`src/rtl/axi2to1_arbiter.sv`:
```
// axi2to1_arbiter: merges two AXI4 requesters (s0, s1) onto one AXI4 master port.
//   clock, reset     : single clock, synchronous active-high reset
//   s0_axi_* / s1_*  : slave ports, ID width SID_W
//   m_axi_*          : master port, ID width SID_W+1, id = {requester index, slave id}
// Reads and writes arbitrate independently with their own round-robin pointers.
// Read and write responses are steered back by the top ID bit without any state,
// so any number of reads and write responses may be outstanding.
module axi2to1_arbiter #(
  parameter int unsigned DATA_W = 64,
  parameter int unsigned ADDR_W = 36,
  parameter int unsigned SID_W  = 7
) (
  input  logic                  clock,
  input  logic                  reset,
  // requester 0
  input  logic [SID_W-1:0]      s0_axi_awid,
  input  logic [ADDR_W-1:0]     s0_axi_awaddr,
  input  logic [7:0]            s0_axi_awlen,
  input  logic [2:0]            s0_axi_awsize,
  input  logic [1:0]            s0_axi_awburst,
  input  logic                  s0_axi_awlock,
  input  logic [3:0]            s0_axi_awcache,
  input  logic [2:0]            s0_axi_awprot,
  input  logic [3:0]            s0_axi_awqos,
  input  logic                  s0_axi_awvalid,
  output logic                  s0_axi_awready,
  input  logic [DATA_W-1:0]     s0_axi_wdata,
  input  logic [DATA_W/8-1:0]   s0_axi_wstrb,
  input  logic                  s0_axi_wlast,
  input  logic                  s0_axi_wvalid,
  output logic                  s0_axi_wready,
  output logic [SID_W-1:0]      s0_axi_bid,
  output logic [1:0]            s0_axi_bresp,
  output logic                  s0_axi_bvalid,
  input  logic                  s0_axi_bready,
  input  logic [SID_W-1:0]      s0_axi_arid,
  input  logic [ADDR_W-1:0]     s0_axi_araddr,
  input  logic [7:0]            s0_axi_arlen,
  input  logic [2:0]            s0_axi_arsize,
  input  logic [1:0]            s0_axi_arburst,
  input  logic                  s0_axi_arlock,
  input  logic [3:0]            s0_axi_arcache,
  input  logic [2:0]            s0_axi_arprot,
  input  logic [3:0]            s0_axi_arqos,
  input  logic                  s0_axi_arvalid,
  output logic                  s0_axi_arready,
  output logic [SID_W-1:0]      s0_axi_rid,
  output logic [DATA_W-1:0]     s0_axi_rdata,
  output logic [1:0]            s0_axi_rresp,
  output logic                  s0_axi_rlast,
  output logic                  s0_axi_rvalid,
  input  logic                  s0_axi_rready,
  // requester 1
  input  logic [SID_W-1:0]      s1_axi_awid,
  input  logic [ADDR_W-1:0]     s1_axi_awaddr,
  input  logic [7:0]            s1_axi_awlen,
  input  logic [2:0]            s1_axi_awsize,
  input  logic [1:0]            s1_axi_awburst,
  input  logic                  s1_axi_awlock,
  input  logic [3:0]            s1_axi_awcache,
  input  logic [2:0]            s1_axi_awprot,
  input  logic [3:0]            s1_axi_awqos,
  input  logic                  s1_axi_awvalid,
  output logic                  s1_axi_awready,
  input  logic [DATA_W-1:0]     s1_axi_wdata,
  input  logic [DATA_W/8-1:0]   s1_axi_wstrb,
  input  logic                  s1_axi_wlast,
  input  logic                  s1_axi_wvalid,
  output logic                  s1_axi_wready,
  output logic [SID_W-1:0]      s1_axi_bid,
  output logic [1:0]            s1_axi_bresp,
  output logic                  s1_axi_bvalid,
  input  logic                  s1_axi_bready,
  input  logic [SID_W-1:0]      s1_axi_arid,
  input  logic [ADDR_W-1:0]     s1_axi_araddr,
  input  logic [7:0]            s1_axi_arlen,
  input  logic [2:0]            s1_axi_arsize,
  input  logic [1:0]            s1_axi_arburst,
  input  logic                  s1_axi_arlock,
  input  logic [3:0]            s1_axi_arcache,
  input  logic [2:0]            s1_axi_arprot,
  input  logic [3:0]            s1_axi_arqos,
  input  logic                  s1_axi_arvalid,
  output logic                  s1_axi_arready,
  output logic [SID_W-1:0]      s1_axi_rid,
  output logic [DATA_W-1:0]     s1_axi_rdata,
  output logic [1:0]            s1_axi_rresp,
  output logic                  s1_axi_rlast,
  output logic                  s1_axi_rvalid,
  input  logic                  s1_axi_rready,
  // shared master
  output logic [SID_W:0]        m_axi_awid,
  output logic [ADDR_W-1:0]     m_axi_awaddr,
  output logic [7:0]            m_axi_awlen,
  output logic [2:0]            m_axi_awsize,
  output logic [1:0]            m_axi_awburst,
  output logic                  m_axi_awlock,
  output logic [3:0]            m_axi_awcache,
  output logic [2:0]            m_axi_awprot,
  output logic [3:0]            m_axi_awqos,
  output logic                  m_axi_awvalid,
  input  logic                  m_axi_awready,
  output logic [DATA_W-1:0]     m_axi_wdata,
  output logic [DATA_W/8-1:0]   m_axi_wstrb,
  output logic                  m_axi_wlast,
  output logic                  m_axi_wvalid,
  input  logic                  m_axi_wready,
  input  logic [SID_W:0]        m_axi_bid,
  input  logic [1:0]            m_axi_bresp,
  input  logic                  m_axi_bvalid,
  output logic                  m_axi_bready,
  output logic [SID_W:0]        m_axi_arid,
  output logic [ADDR_W-1:0]     m_axi_araddr,
  output logic [7:0]            m_axi_arlen,
  output logic [2:0]            m_axi_arsize,
  output logic [1:0]            m_axi_arburst,
  output logic                  m_axi_arlock,
  output logic [3:0]            m_axi_arcache,
  output logic [2:0]            m_axi_arprot,
  output logic [3:0]            m_axi_arqos,
  output logic                  m_axi_arvalid,
  input  logic                  m_axi_arready,
  input  logic [SID_W:0]        m_axi_rid,
  input  logic [DATA_W-1:0]     m_axi_rdata,
  input  logic [1:0]            m_axi_rresp,
  input  logic                  m_axi_rlast,
  input  logic                  m_axi_rvalid,
  output logic                  m_axi_rready
);

  typedef enum logic {RD_IDLE, RD_ADDR} rd_state_t;
  typedef enum logic [1:0] {WR_IDLE, WR_ADDR, WR_DATA} wr_state_t;

  rd_state_t rd_state, rd_state_nxt;
  logic      rd_grant, rd_grant_nxt;   // 0 = s0, 1 = s1
  logic      rd_last,  rd_last_nxt;    // requester of the last completed AR
  wr_state_t wr_state, wr_state_nxt;
  logic      wr_grant, wr_grant_nxt;
  logic      wr_last,  wr_last_nxt;    // requester of the last completed write burst

  logic rd_addr_act;
  logic wr_addr_act;
  logic wr_data_act;
  logic ar_hs;
  logic w_last_hs;

  // Valid/ready qualifiers are masked by reset so nothing leaks out while it is held.
  assign rd_addr_act = (rd_state == RD_ADDR) && !reset;
  assign wr_addr_act = (wr_state == WR_ADDR) && !reset;
  assign wr_data_act = (wr_state == WR_DATA) && !reset;
  assign ar_hs       = m_axi_arvalid && m_axi_arready;
  assign w_last_hs   = m_axi_wvalid && m_axi_wready && m_axi_wlast;

  // Read arbiter state register
  always_ff @(posedge clock) begin
    if (reset) begin
      rd_state <= RD_IDLE;
      rd_grant <= 1'b0;
      rd_last  <= 1'b1;
    end else begin
      rd_state <= rd_state_nxt;
      rd_grant <= rd_grant_nxt;
      rd_last  <= rd_last_nxt;
    end
  end

  // Read arbiter next state: on a tie the requester not served last wins
  always_comb begin
    rd_state_nxt = rd_state;
    rd_grant_nxt = rd_grant;
    rd_last_nxt  = rd_last;
    case (rd_state)
      RD_IDLE: begin
        if (s0_axi_arvalid || s1_axi_arvalid) begin
          rd_grant_nxt = (s0_axi_arvalid && s1_axi_arvalid) ? !rd_last : s1_axi_arvalid;
          rd_state_nxt = RD_ADDR;
        end
      end
      RD_ADDR: begin
        if (ar_hs) begin
          rd_last_nxt  = rd_grant;
          rd_state_nxt = RD_IDLE;
        end
      end
      default: rd_state_nxt = RD_IDLE;
    endcase
  end

  // Write arbiter state register
  always_ff @(posedge clock) begin
    if (reset) begin
      wr_state <= WR_IDLE;
      wr_grant <= 1'b0;
      wr_last  <= 1'b1;
    end else begin
      wr_state <= wr_state_nxt;
      wr_grant <= wr_grant_nxt;
      wr_last  <= wr_last_nxt;
    end
  end

  // Write arbiter next state: one burst at a time, pointer moves on wlast
  always_comb begin
    wr_state_nxt = wr_state;
    wr_grant_nxt = wr_grant;
    wr_last_nxt  = wr_last;
    case (wr_state)
      WR_IDLE: begin
        if (s0_axi_awvalid || s1_axi_awvalid) begin
          wr_grant_nxt = (s0_axi_awvalid && s1_axi_awvalid) ? !wr_last : s1_axi_awvalid;
          wr_state_nxt = WR_ADDR;
        end
      end
      WR_ADDR: begin
        if (m_axi_awvalid && m_axi_awready) wr_state_nxt = WR_DATA;
      end
      WR_DATA: begin
        if (w_last_hs) begin
          wr_last_nxt  = wr_grant;
          wr_state_nxt = WR_IDLE;
        end
      end
      default: wr_state_nxt = WR_IDLE;
    endcase
  end

  // AR mux toward the master
  assign m_axi_arvalid  = rd_addr_act;
  assign m_axi_arid     = {rd_grant, rd_grant ? s1_axi_arid : s0_axi_arid};
  assign m_axi_araddr   = rd_grant ? s1_axi_araddr  : s0_axi_araddr;
  assign m_axi_arlen    = rd_grant ? s1_axi_arlen   : s0_axi_arlen;
  assign m_axi_arsize   = rd_grant ? s1_axi_arsize  : s0_axi_arsize;
  assign m_axi_arburst  = rd_grant ? s1_axi_arburst : s0_axi_arburst;
  assign m_axi_arlock   = rd_grant ? s1_axi_arlock  : s0_axi_arlock;
  assign m_axi_arcache  = rd_grant ? s1_axi_arcache : s0_axi_arcache;
  assign m_axi_arprot   = rd_grant ? s1_axi_arprot  : s0_axi_arprot;
  assign m_axi_arqos    = rd_grant ? s1_axi_arqos   : s0_axi_arqos;
  assign s0_axi_arready = rd_addr_act && !rd_grant && m_axi_arready;
  assign s1_axi_arready = rd_addr_act &&  rd_grant && m_axi_arready;

  // AW mux toward the master
  assign m_axi_awvalid  = wr_addr_act;
  assign m_axi_awid     = {wr_grant, wr_grant ? s1_axi_awid : s0_axi_awid};
  assign m_axi_awaddr   = wr_grant ? s1_axi_awaddr  : s0_axi_awaddr;
  assign m_axi_awlen    = wr_grant ? s1_axi_awlen   : s0_axi_awlen;
  assign m_axi_awsize   = wr_grant ? s1_axi_awsize  : s0_axi_awsize;
  assign m_axi_awburst  = wr_grant ? s1_axi_awburst : s0_axi_awburst;
  assign m_axi_awlock   = wr_grant ? s1_axi_awlock  : s0_axi_awlock;
  assign m_axi_awcache  = wr_grant ? s1_axi_awcache : s0_axi_awcache;
  assign m_axi_awprot   = wr_grant ? s1_axi_awprot  : s0_axi_awprot;
  assign m_axi_awqos    = wr_grant ? s1_axi_awqos   : s0_axi_awqos;
  assign s0_axi_awready = wr_addr_act && !wr_grant && m_axi_awready;
  assign s1_axi_awready = wr_addr_act &&  wr_grant && m_axi_awready;

  // W path is only open during the data phase of the granted burst
  assign m_axi_wvalid   = wr_data_act && (wr_grant ? s1_axi_wvalid : s0_axi_wvalid);
  assign m_axi_wdata    = wr_grant ? s1_axi_wdata : s0_axi_wdata;
  assign m_axi_wstrb    = wr_grant ? s1_axi_wstrb : s0_axi_wstrb;
  assign m_axi_wlast    = wr_grant ? s1_axi_wlast : s0_axi_wlast;
  assign s0_axi_wready  = wr_data_act && !wr_grant && m_axi_wready;
  assign s1_axi_wready  = wr_data_act &&  wr_grant && m_axi_wready;

  // R return: steered by the requester bit of rid, payload broadcast
  assign s0_axi_rvalid  = m_axi_rvalid && !m_axi_rid[SID_W];
  assign s1_axi_rvalid  = m_axi_rvalid &&  m_axi_rid[SID_W];
  assign s0_axi_rid     = m_axi_rid[SID_W-1:0];
  assign s1_axi_rid     = m_axi_rid[SID_W-1:0];
  assign s0_axi_rdata   = m_axi_rdata;
  assign s1_axi_rdata   = m_axi_rdata;
  assign s0_axi_rresp   = m_axi_rresp;
  assign s1_axi_rresp   = m_axi_rresp;
  assign s0_axi_rlast   = m_axi_rlast;
  assign s1_axi_rlast   = m_axi_rlast;
  assign m_axi_rready   = m_axi_rid[SID_W] ? s1_axi_rready : s0_axi_rready;

  // B return: same steering as R
  assign s0_axi_bvalid  = m_axi_bvalid && !m_axi_bid[SID_W];
  assign s1_axi_bvalid  = m_axi_bvalid &&  m_axi_bid[SID_W];
  assign s0_axi_bid     = m_axi_bid[SID_W-1:0];
  assign s1_axi_bid     = m_axi_bid[SID_W-1:0];
  assign s0_axi_bresp   = m_axi_bresp;
  assign s1_axi_bresp   = m_axi_bresp;
  assign m_axi_bready   = m_axi_bid[SID_W] ? s1_axi_bready : s0_axi_bready;

endmodule

```
`config.mk`:
```
export PLATFORM = sky130hd
export DESIGN_NAME = axi2to1_arbiter
export DESIGN_NICKNAME = d
export VERILOG_FILES = /design/src/rtl/axi2to1_arbiter.sv
export SDC_FILE = /design/constraint.sdc
export NUM_CORES = 1
export LEC_CHECK = 0
export BUFFER_PORTS_ARGS = -buffer_cell sky130_fd_sc_hd__buf_2
export CORE_AREA = 2 2 360 362
export CTS_CLUSTER_SIZE = 16
export DETAILED_ROUTE_END_ITERATION = 8
export DIE_AREA = 0 0 362 364
export HOLD_SLACK_MARGIN = 0.1
export PLACE_DENSITY = 0.3
export SLEW_MARGIN = 20
export SYNTH_ARGS = -nofsm -noshare
export SYNTH_HDL_FRONTEND = slang
export SYNTH_SLANG_ARGS = --single-unit
export TNS_END_PERCENT = 30
```
`constraint.sdc`:
```
create_clock -name clock -period 1.2 [get_ports clock]
set_input_delay 0.12 -clock clock [delete_from_list [all_inputs] [get_ports clock]]
set_output_delay 0.12 -clock clock [all_outputs]
set_load 0.1 [all_outputs]
```
# Yosys cells after proc, flatten, opt, wreduce, memory -nomap -nowiden
# Index checks and enable logic that the tools add are counted.
# totals
regBits	7
input_bits	520
output_inout_bits	392
# classes
eq_ne	5
n_mux	33
bitwise	1
n_reduce_logical	41
# op_table
operator	count
$mux W36	2
$mux W64	1
$logic_and A1 B1 Y1	26
$mux W8	3
$mux W4	4
$mux W7	2
$mux W3	4
$mux W1	10
$mux W2	5
$reduce_and A2 Y1	4
$logic_not A1 Y1	7
$pmux W2 S3	1
$ne A2 B2 Y1 const B	2
$reduce_and A3 Y1	1
$eq A2 B1 Y1 const B	1
$eq A2 B2 Y1 const B	1
$logic_not A2 Y1	1
$logic_or A1 B1 Y1	2
$ne A2 B1 Y1 const B	1
$pmux W1 S2	1
$not A1 Y1	1

# Logic depth before layout (Yosys ltp)
# logic_depth
ltp_word	7
depth_mapped	4
mapped_depth_nobuf	3

# Worst setup path after synthesis
# No wires, ideal clock.
# synth_path
path_type	reg2out
from	register wr_grant
to	output port s0_axi_awready
t_arrival_ps	3512
t_required_ps	1080
path_slack_ps	-2432
path_stages_with_launch	4
cell_sequence	dfxtp_1 > buf_4 > buf_6 > nor4_1
# synth_between
elab_chain_cells	3
# synth_rtl
item	line	text
start: declaration	138	logic wr_grant, wr_grant_nxt;
start signal: assignment	197	wr_grant <= wr_grant_nxt;
$logic_not A1 Y1	252	assign s0_axi_awready = wr_addr_act && !wr_grant && m_axi_awready;
$logic_and A1 B1 Y1 (2 in a row)	252	
end: declaration	26	output logic s0_axi_awready,
# Every way passes these cells.

# Final worst setup path
# layout_path
from	register wr_grant
to	output port m_axi_awprot[0]
# layout_between
elab_chain_cells	1
# layout_rtl
item	line	text
$mux W3	250	assign m_axi_awprot = wr_grant ? s1_axi_awprot : s0_axi_awprot;
end: declaration	99	output logic [2:0] m_axi_awprot,
# Every way passes these cells.

==> run_results.csv <==
group,metric,value,unit
sta,post-route-period-util,143,%
clock_tree,htreeDepth,1,
route,via_per_inst,2.26,
floorplanning,dieArea,132000,um2
worst_setup_path,end_kind,"output port",
floorplanning,fp.dieW,362,um
power,p_per_area,910,nW/um2
placed_design,io_buffers,662,
sta,clock.fmax,584,MHz
sta,hold_slack,0.129,ns
worst_setup_path,crit_fanout,19,
sta,relSlewSlack,79.0,%
status,violations,"negative setup slack",
worst_setup_path,r2r_end,"wr_grant",
worst_setup_path,slowest_stage,"dfxtp_4",
logic_synthesis,syn_inst,453,
worst_setup_path,r2r_start,"wr_grant",
sta,maxSlewViolCount,0,
worst_setup_path,crit_chain,"buf_12 -> buf_4 -> buf_4 -> mux2_4 -> buf_12",
floorplanning,ios,912,
worst_setup_path,rrSetupSlack,-0.14,ns
placed_design,dp.cells,2626,
route,wire_per_inst,22.3,um
hold_path,holdPathStages,3,
logic_synthesis,synth_area,4250,um2
hold_path,hold_path.startpoint,"s1_axi_arvalid",
logic_synthesis,ys_types,30,
sta,fin_crit,1.71,ns
hold_path,hold_path_class,"in -> reg",
logic_synthesis,ys_warn_count,0,
grt,grt_max_degree,34,
floorplanning,coreArea,128000,um2
clock_tree,clk_latency,0.26,ns
worst_setup_path,critPathKind,"reg -> out",
sta,rsz0062_at_grt,"yes",
route,first_pass_iters,4,
floorplanning,die_h,364,um
worst_setup_path,cpPeakStageDelay,0.37,ns
route,drc,0,
floorplanning,start_util,3.31,%
floorplanning,rows,132,
logic_synthesis,syn_nets,973,
grt,overflow,0,
worst_setup_path,r2r_cells,6,
worst_setup_path,cp-start-kind,"register",
final_layout,drive_gt1_share,92.4,%
grt,grt_pass1_vias,6255,
route,drtIter0Drc,219,
clock_tree,cts.sinks,7,
final_layout,final_util,9.53,%
sta,worst_slack,-0.514,ns
hold_path,whs_endpoint,"rd_grant",
grt,grt_usage,8.52,%
route,antenna_left,0,
grt,grt_antenna_before_repair,115,
route,vias,6024,
placed_design,dp.final_hpwl,55400,um
clock_tree,clockRootBuffer,"clkbuf_16",
flow_run,cap_violations,0,
sta,skew,0.00304,ns
worst_setup_path,arrival,1.59,ns
placed_design,gp_congestion,0.815,
sta,hold_viol_final,0,
logic_synthesis,avgSynthCellArea,9.38,um2
clock_tree,cts_tree,"built",
clock_tree,cts_buffers,3,
status,status,"finished, violations left",
sta,tightest_slew,0.313,ns
worst_setup_path,cp_data_required_time,1.08,ns
route,wirelength,59400,um
logic_synthesis,ys_seq_area_share,3.30,%
final_layout,fin_nets,1487,
sta,setup_viol,220,
grt,grt_pass1_wl,71200,um
power,irDropWorstVdd,0.417,mV
clock_tree,cts_buffer_depth,2,
clock_tree,clkTransAtPathRegs,0.05,ns
final_layout,area.growth.synth_to_final,188,%
logic_synthesis,ys_seq_elements,7,
final_layout,fillCellCount,14900,
power,p_leak,5.24,nW
final_layout,final_cells,2665,
layout make-up:
| type | count | area, um2 | share of cell area, % |
|---|---|---|---|
| Timing Repair Buffer | 702 | 6680 | 54.6 |
| Multi-Input combinational cell | 251 | 3150 | 25.7 |
| Tap cell | 1675 | 2100 | 17.1 |
| Sequential cell | 7 | 156 | 1.28 |
| Clock buffer | 3 | 75.1 | 0.614 |
| Antenna cell | 24 | 60.1 | 0.491 |
| Inverter | 2 | 7.51 | 0.0614 |
| Clock inverter | 1 | 5.00 | 0.0409 |
metal layers:
layer	global-route usage [%]	vias up	share of wire [%]
met5	0.436	-	0.54
met4	0.237	14	1.7
met3	5.01	148	14
met2	13.7	785	44
met1	10.3	2595	41
li1	-	2482	-
synth_stat cells:
cell type  count  area, um2
nand4bb_1      1       11.3
nor2b_1        3       18.8
and2_1         3       18.8
nand3b_1       3       22.5
a21oi_1        3       15.0
buf_2          4       20.0
o22a_1         1       8.76
nor3_1         2       10.0
a21o_1         1       7.51
nand3_1        2       10.0
nand2_1        4       15.0
o21ai_0        1       5.00
nand2b_1       1       6.26
buf_4        177       1330
and3_1         1       6.26
o32a_1         1       10.0
dfxtp_1        7        140
a211o_1        1       8.76
a211oi_1       1       7.51
mux2_2       110       1240
o311a_1        1       10.0
mux2i_1        1       10.0
inv_1          2       7.51
buf_6         11        124
buf_1          1       3.75
nor3b_1        1       7.51
nor2_1         5       18.8
nor4_1         2       12.5
nor3_2         1       10.0
mux2_1       101       1140
state kept, by name, indices dropped and copies added, names as in the netlist:
| signal | count |
|---|---|
| wr_last | 1 |
| wr_grant | 1 |
| wr_state | 2 |
| rd_state | 1 |
| rd_grant | 1 |
| rd_last | 1 |
worst max-delay path, delay by kind of cell, from the launching register on:
family / cells / cell delay, ns
mux: 1 / 0.31
flops: 1 / 0.37
buf+inv: 4 / 0.64
stage by stage:
stage / cell area [um2] / total power (W) / TNS, ns / worst slack [ns]
5_1_grt: 12200 / 0.0115 / -104.07 / -0.573
3_3_place_gp: 11200 / 0.00992 / -40.25 / -0.503
4_1_cts: 12100 / 0.0112 / -99.96 / -0.564
2_1_floorplan: 4590 / 0.00897 / -28.87 / -0.475
3_5_place_dp: 11200 / 0.00990 / -40.95 / -0.469
6_report: 12200 / 0.0111 / -91.54 / -0.514
cell families after synthesis:
logic type	share of synthesized area [%]
and+or+nand+nor	3.94
buffers and inverters	34.9
DFF	3.30
muxes	56.1
AOI/OAI and AO/OA	1.71
worst max path at each step:
stage | from | endpoint | slack, ns
floorplan | wr_grant | s0_axi_awready | -0.47
global placement | wr_grant | wr_grant | -0.50
detailed placement | wr_grant | wr_grant | -0.47
CTS | wr_grant | m_axi_awprot[0] | -0.56
global route | wr_grant | m_axi_awprot[0] | -0.57
finish | wr_grant | m_axi_awprot[0] | -0.51
power by group:
part	switching [W]	internal (W)	total, W
Sequential	0.0000371	0.000251	0.000288
Clock	0.000250	0.000448	0.000698
Combinational	0.00648	0.00366	0.0101
cells in the final DEF (no fill, tap or decap), drive strengths merged:
cell | synthesis | routed
nand3b | 3 | 3
nor4 | 2 | 2
clkinv | 0 | 1
nor2 | 5 | 5
and3 | 1 | 1
clkbuf | 0 | 3
diode | 0 | 24
nand4bb | 1 | 1
mux2 | 211 | 211
and2 | 3 | 3
a21o | 1 | 1
o32a | 1 | 1
nand3 | 2 | 2
o22a | 1 | 1
nand2 | 4 | 4
dfxtp | 7 | 7
a21oi | 3 | 3
nor2b | 3 | 3
nand2b | 1 | 1
inv | 2 | 2
o21ai | 1 | 1
nor3b | 1 | 1
nor3 | 3 | 3
a211o | 1 | 1
o311a | 1 | 1
dlygate4sd3 | 0 | 1
a211oi | 1 | 1
buf | 193 | 701
mux2i | 1 | 1
timing repair:
action / in CTS / in global routing
pin swaps: 4 / 2
setup endpoints to repair: 221 / 221
resized for setup: 192 / 15
buffers inserted: 3 / 3
hold buffers: 1 / 0
gates cloned: 4 / 0
hold endpoints to repair: 1 / 0
Power figures use the tool's default switching activity.
